## src/rtl/ru_rr_arb_2to1_pkg.sv

```systemverilog
// Shared RU definitions for the 2:1 round-robin packet arbiter.
package ru_rr_arb_2to1_pkg;

  typedef enum logic {
    ST_IDLE = 1'b0,
    ST_LOCK = 1'b1
  } arb_state_e;

  localparam int BEAT_CNT_W = 8;

endpackage

```

## src/rtl/ru_rr_arb_2to1.sv

```systemverilog
// 2:1 round-robin packet arbiter merging two RU FIFO streams into one registered output.
// Handshake: a beat moves on an interface only in a cycle where its valid and ready are both 1.
module ru_rr_arb_2to1
  import ru_rr_arb_2to1_pkg::*;
#(
  parameter int RU_FIFO_WIDTH = 32,
  parameter int MAX_BURST     = 4
) (
  input  logic                       clk,
  input  logic                       rst_n,
  input  logic [1:0]                 in_valid,
  input  logic [2*RU_FIFO_WIDTH-1:0] in_data,
  input  logic [1:0]                 in_last,
  output logic [1:0]                 in_ready,
  output logic                       out_valid,
  output logic [RU_FIFO_WIDTH-1:0]   out_data,
  output logic                       out_last,
  output logic                       out_src,
  input  logic                       out_ready,
  output arb_state_e                 dbg_state
);

  localparam logic [BEAT_CNT_W-1:0] MAX_BURST_C = BEAT_CNT_W'(MAX_BURST);

  arb_state_e               state_q, state_d;
  logic                     owner_q, owner_d;
  logic                     rr_ptr_q, rr_ptr_d;
  logic [BEAT_CNT_W-1:0]    beat_cnt_q, beat_cnt_d;
  logic                     out_valid_q, out_valid_d;
  logic [RU_FIFO_WIDTH-1:0] out_data_q, out_data_d;
  logic                     out_last_q, out_last_d;
  logic                     out_src_q, out_src_d;

  logic                     load_ok;
  logic                     sel;
  logic                     sel_vld;
  logic                     grant_idx;
  logic                     grant_en;
  logic                     accept;
  logic [RU_FIFO_WIDTH-1:0] beat_data;
  logic                     beat_last;
  logic [BEAT_CNT_W-1:0]    cnt_inc;
  logic                     release_grant;

  always_comb begin
    load_ok = ~out_valid_q | out_ready;

    // Prefer the requester rr_ptr points at; fall back to the other one.
    sel     = rr_ptr_q;
    sel_vld = 1'b0;
    if (in_valid[rr_ptr_q]) begin
      sel     = rr_ptr_q;
      sel_vld = 1'b1;
    end else if (in_valid[~rr_ptr_q]) begin
      sel     = ~rr_ptr_q;
      sel_vld = 1'b1;
    end

    grant_idx = (state_q == ST_LOCK) ? owner_q : sel;
    grant_en  = (state_q == ST_LOCK) | sel_vld;

    in_ready = 2'b00;
    if (rst_n && grant_en && load_ok) begin
      in_ready[grant_idx] = 1'b1;
    end

    accept    = |(in_ready & in_valid);
    beat_data = grant_idx ? in_data[2*RU_FIFO_WIDTH-1:RU_FIFO_WIDTH]
                          : in_data[RU_FIFO_WIDTH-1:0];
    beat_last = in_last[grant_idx];

    cnt_inc       = (state_q == ST_IDLE) ? BEAT_CNT_W'(1) : beat_cnt_q + BEAT_CNT_W'(1);
    release_grant = beat_last | (cnt_inc == MAX_BURST_C);
  end

  always_comb begin
    state_d     = state_q;
    owner_d     = owner_q;
    rr_ptr_d    = rr_ptr_q;
    beat_cnt_d  = beat_cnt_q;
    out_valid_d = out_valid_q;
    out_data_d  = out_data_q;
    out_last_d  = out_last_q;
    out_src_d   = out_src_q;

    if (load_ok) begin
      out_valid_d = accept;
    end

    if (accept) begin
      out_data_d = beat_data;
      out_last_d = beat_last;
      out_src_d  = grant_idx;
      owner_d    = grant_idx;
      beat_cnt_d = cnt_inc;
      // Release hands priority to the other requester for the next grant.
      if (release_grant) begin
        state_d  = ST_IDLE;
        rr_ptr_d = ~grant_idx;
      end else begin
        state_d  = ST_LOCK;
      end
    end
  end

  always_ff @(posedge clk or negedge rst_n) begin
    if (!rst_n) begin
      state_q     <= ST_IDLE;
      owner_q     <= 1'b0;
      rr_ptr_q    <= 1'b0;
      beat_cnt_q  <= '0;
      out_valid_q <= 1'b0;
      out_data_q  <= '0;
      out_last_q  <= 1'b0;
      out_src_q   <= 1'b0;
    end else begin
      state_q     <= state_d;
      owner_q     <= owner_d;
      rr_ptr_q    <= rr_ptr_d;
      beat_cnt_q  <= beat_cnt_d;
      out_valid_q <= out_valid_d;
      out_data_q  <= out_data_d;
      out_last_q  <= out_last_d;
      out_src_q   <= out_src_d;
    end
  end

  assign out_valid = out_valid_q;
  assign out_data  = out_data_q;
  assign out_last  = out_last_q;
  assign out_src   = out_src_q;
  assign dbg_state = state_q;

endmodule

```

## config.mk

```make
export PLATFORM = sky130hd
export DESIGN_NAME = ru_rr_arb_2to1
export DESIGN_NICKNAME = d
export VERILOG_FILES = /design/src/rtl/ru_rr_arb_2to1_pkg.sv /design/src/rtl/ru_rr_arb_2to1.sv
export SDC_FILE = /design/constraint.sdc
export NUM_CORES = 1
export LEC_CHECK = 0
export BUFFER_PORTS_ARGS = -buffer_cell sky130_fd_sc_hd__buf_2
export CORE_MARGIN = 2
export CORE_UTILIZATION = 40
export CTS_CLUSTER_DIAMETER = 50
export DETAILED_ROUTE_END_ITERATION = 7
export PLACE_DENSITY = 0.7
export SETUP_SLACK_MARGIN = 0.1
export SKIP_CTS_REPAIR_TIMING = 1
export SYNTH_ARGS = -nofsm -noshare
export SYNTH_HDL_FRONTEND = slang
export SYNTH_SLANG_ARGS = --single-unit
```

## constraint.sdc

```tcl
create_clock -name clk -period 3.7 [get_ports clk]
set_input_delay 0 -clock clk [delete_from_list [all_inputs] [get_ports clk]]
set_output_delay 0 -clock clk [all_outputs]
set_load 0.02 [all_outputs]
```

==> results summary <==
The flow ran to the end, but the final reports show violations. The checks that failed: negative hold slack. The number of I/O port buffers came out at 108. Yosys mapped the design onto 47 distinct sky130hd cell types. In the global route stage, overall resource usage came out at 17.5%. The chip height came out at 81.1 um.

The complex-gate fraction of the synthesized area is 18.2%. Global routing finished with a remaining overflow of 0. The smallest clock period supported by the final layout is computed as 2520 ps.

The number of flops mapped to enable cells by yosys came out at 0. The maximum ir drop on the vdd rail is 0.410 mV. The arrival time at the worst endpoint is 2690 ps. The largest family of logic cells by synthesized area is compound AO/OA/AOI/OAI gates. The level count of the clock H-tree came out at 2. CTS placed an instance of sky130_fd_sc_hd__clkbuf_8 at the clock tree root. The final number of hold-violating endpoints is 9. The first TritonRoute pass finished after 4 iterations.

The power per cell area is 778 nW/um^2. The number of pins exceeding their max-slew limit in the final report came out at 0. The first-pass GRT wire length is 8840 um.

The initial utilization of the core area, before any placement, comes to 40.8%. The worst path setup slack after routing is 1180 ps. The worst min-delay path category is in2reg.

Ranked by total cell area, the synthesized netlist is headed by sky130_fd_sc_hd__dfrtp_1 (47%), sky130_fd_sc_hd__mux2i_1 (14%), sky130_fd_sc_hd__nand2_1 (7.9%). The area share of fa/ha/maj cells after synthesis came out at 0.527%. Setup repair after global routing left no endpoint under its margin. The reg2reg setup slack is 1180 ps. The post-synthesis cell count came out at 237. The I/O pin count is 109. The share of flip-flops with an asynchronous set or reset after synthesis is 100%. The standard cell core area is 5820 sq um. The area share of and/or/nand/nor cells after synthesis came out at 13.2%.

The cell type contributing the most total cell area after synthesis is sky130_fd_sc_hd__dfrtp_1. The aggregate routed wire length is 5320 um. The initial antenna violation count came to 0. In this run, the number of DRC markers left after iteration 0 of detailed routing was 73. The maximum single-stage delay on the critical path is 660 ps. The count of yosys warnings during synthesis came out at 0. The share of the synthesized area in the top cell type is 47.4%. Entering global routing, the biggest net connects 48 pins. Setup violations remaining at the end of the flow were counted as 0. The proportion of layout cells with a drive suffix above 1 came out at 38.0%. The synthesized netlist devotes 0.369% of its cell area to XOR and XNOR gates.

The pre-CTS worst setup slack is 1150 ps. In the synthesized netlist the dominant register cell turns out to be sky130_fd_sc_hd__dfrtp_1. The clock input transition at the sequential cells of the worst setup and hold paths is 80 ps. The worst setup path is captured at a flip-flop. The clock skew after layout came out at 9.36 ps.

The via count normalized by instance count is 4.93. The floorplan has 28 rows. The maximum clock insertion buffer count is 2. The peak clock frequency supported by timing came out at 396 MHz. The remaining number of nets flagged by the antenna check after routing came out at 0. The startpoint kind of the worst setup timing path is a flip-flop. 0 antenna diodes ended up in the layout.

The tool flagged a number of max-cap violations equal to 0. The number of sinks on the clock net came out at 45. The final setup TNS came out at 0 ps. The share of the Yosys chip area taken by registers is 47.4%. The number of global-route vias before repair is 1926. The mean instance size in the synthesized netlist is 10.0 sq um. Routability-driven placement finished with a final weighted congestion of 0.777. The signal on the critical path passes through clkinv_1, o2111ai_4, buf_4, buf_4, o21ai_0.

The worst slack on hold paths came out at -15.3 ps. The number of inserted filler cells in the final layout is 580. TritonCTS built the clock tree.

The slowest stage cell on the critical path is sky130_fd_sc_hd__dfrtp_1. Counting the buffers created by CTS gives 5. The netlist area before placement came out at 2370 sq um. The final routed wire length divided by cell count is 12.8 um. After detailed routing, the number of remaining DRC violations is 0. For the pin with the worst max-slew slack, the measured transition is 764 ps. The area added between synthesis and finish came out at 29.1%. The final critical-path share of the clock period is 68.2%. The die width came out at 81.1 um.

The number of nets produced by synthesis came out at 309. The critical path is of the reg2reg type. In the final design database the tool counted 414 nets. The largest fanout on the critical path is 34. The detailed placer's ending HPWL came out at 4060 um. The clock insertion delay at the later pin of the skew report came out at 290 ps. The die footprint is 6570 sq um. The leakage dissipation came out at 1.57 nW. The multiplexer share of the synthesized area is 15.0%. The overall via count from detail_route came out at 2054. Counting stages on the worst path, the most repeated cell is sky130_fd_sc_hd__buf_4.

Measured against its own limit, the worst slew margin works out to 49.0%. Synthesis inferred 45 register bits. At the worst endpoint, the required time is 3860 ps.
per-layer routing:
| metal | global-route usage (%) | vias up | wire [um] |
|---|---|---|---|
| met2 | 28.2 | 76 | 2550 |
| met1 | 23.2 | 926 | 2370 |
| li1 | - | 1047 | - |
| met5 | 0 | - | 0 |
| met4 | 4.92 | 0 | 55 |
| met3 | 4.67 | 5 | 352 |
layout by cell type (no fill, tap or decap), types with 2 or more instances in the layout:
master | synthesis | layout
sky130_fd_sc_hd__nor2_1 | 5 | 5
sky130_fd_sc_hd__o21a_1 | 2 | 2
sky130_fd_sc_hd__nor2b_1 | 2 | 2
sky130_fd_sc_hd__mux2i_1 | 33 | 33
sky130_fd_sc_hd__o21ai_0 | 33 | 33
sky130_fd_sc_hd__a21oi_1 | 4 | 4
sky130_fd_sc_hd__dfrtp_1 | 45 | 45
sky130_fd_sc_hd__inv_1 | 2 | 2
sky130_fd_sc_hd__o21ai_1 | 4 | 4
sky130_fd_sc_hd__nand2_1 | 50 | 50
sky130_fd_sc_hd__nand3_1 | 5 | 5
sky130_fd_sc_hd__o41ai_1 | 2 | 2
sky130_fd_sc_hd__buf_2 | 2 | 108
sky130_fd_sc_hd__buf_4 | 2 | 3
sky130_fd_sc_hd__clkbuf_8 | 1 | 5
sky130_fd_sc_hd__o31ai_1 | 3 | 2
sky130_fd_sc_hd__nor3_1 | 4 | 4
final timing paths:
kind                                    startpoint                  endpoint  depth (start not counted)
min reg2reg                out_data[9]$_DFFE_PN0P_   out_data[9]$_DFFE_PN0P_                          2
min                                    in_data[29]  out_data[29]$_DFFE_PN0P_                          3
max in group asynchronous                    rst_n       owner_q$_DFFE_PN0P_                          3
max                          dbg_state$_DFFE_PN0P_  out_data[17]$_DFFE_PN0P_                          5
max reg2reg                  dbg_state$_DFFE_PN0P_  out_data[17]$_DFFE_PN0P_                          5
min in group asynchronous                    rst_n   out_data[3]$_DFFE_PN0P_                          3
cell usage after synthesis, types with 3 or more instances:
| library cell | instances |
|---|---|
| sky130_fd_sc_hd__o31ai_1 | 3 |
| sky130_fd_sc_hd__clkbuf_1 | 5 |
| sky130_fd_sc_hd__nor2_1 | 5 |
| sky130_fd_sc_hd__mux2i_1 | 33 |
| sky130_fd_sc_hd__o21ai_0 | 33 |
| sky130_fd_sc_hd__o21ai_1 | 4 |
| sky130_fd_sc_hd__dfrtp_1 | 45 |
| sky130_fd_sc_hd__a21oi_1 | 4 |
| sky130_fd_sc_hd__nand3_1 | 5 |
| sky130_fd_sc_hd__nor3_1 | 4 |
| sky130_fd_sc_hd__nand2_1 | 50 |
| sky130_fd_sc_hd__buf_6 | 5 |
final cells by class:
class | count | area, sq um | share of cell area, %
Tap cell | 75 | 93.8 | 3.06
Sequential cell | 45 | 1130 | 36.7
Inverter | 3 | 11.3 | 0.367
Clock inverter | 2 | 35.0 | 1.14
Clock buffer | 5 | 68.8 | 2.24
Multi-Input combinational cell | 174 | 1140 | 37.1
Timing Repair Buffer | 113 | 593 | 19.3
critical path: cells and delay by family (launching register included):
| kind | cells | cell delay (ps) |
|---|---|---|
| buffers and inverters | 3 | 1080 |
| DFF | 1 | 660 |
| AOI/OAI and AO/OA | 2 | 650 |
through the flow:
step	hold slack, ps	power (mW)	std cells	instance area (sq um)	util, %
after floorplan	-296	1.72	237	2370	-
after global placement	217	2.03	409	2950	50.8
after detailed placement	222	2.06	409	2950	50.8
after CTS	-91.9	2.42	416	3060	52.5
after global routing	1.83	2.58	417	3070	52.7
final	-15.3	2.38	417	3070	52.7
cells by family after synthesis:
group | after synthesis
adder cells (fa/ha/maj) | 1
multiplexers | 35
XOR/XNOR | 1
AO/OA/AOI/OAI | 65
AND/OR/NAND/NOR | 72
flip-flops | 45
buffers and inverters | 18
report_power, final:
part	internal, mW	switching, mW
clock network	0.196	0.155
logic	0.466	0.682
registers	0.702	0.182
state kept, by name, indices dropped and copies added, names as in the netlist:
| register | cells |
|---|---|
| out_data | 32 |
| owner_q | 1 |
| out_valid | 1 |
| out_last | 1 |
| rr_ptr_q | 1 |
| beat_cnt_q | 8 |
| dbg_state | 1 |
Note: power is estimated with default switching activity, not from simulation.
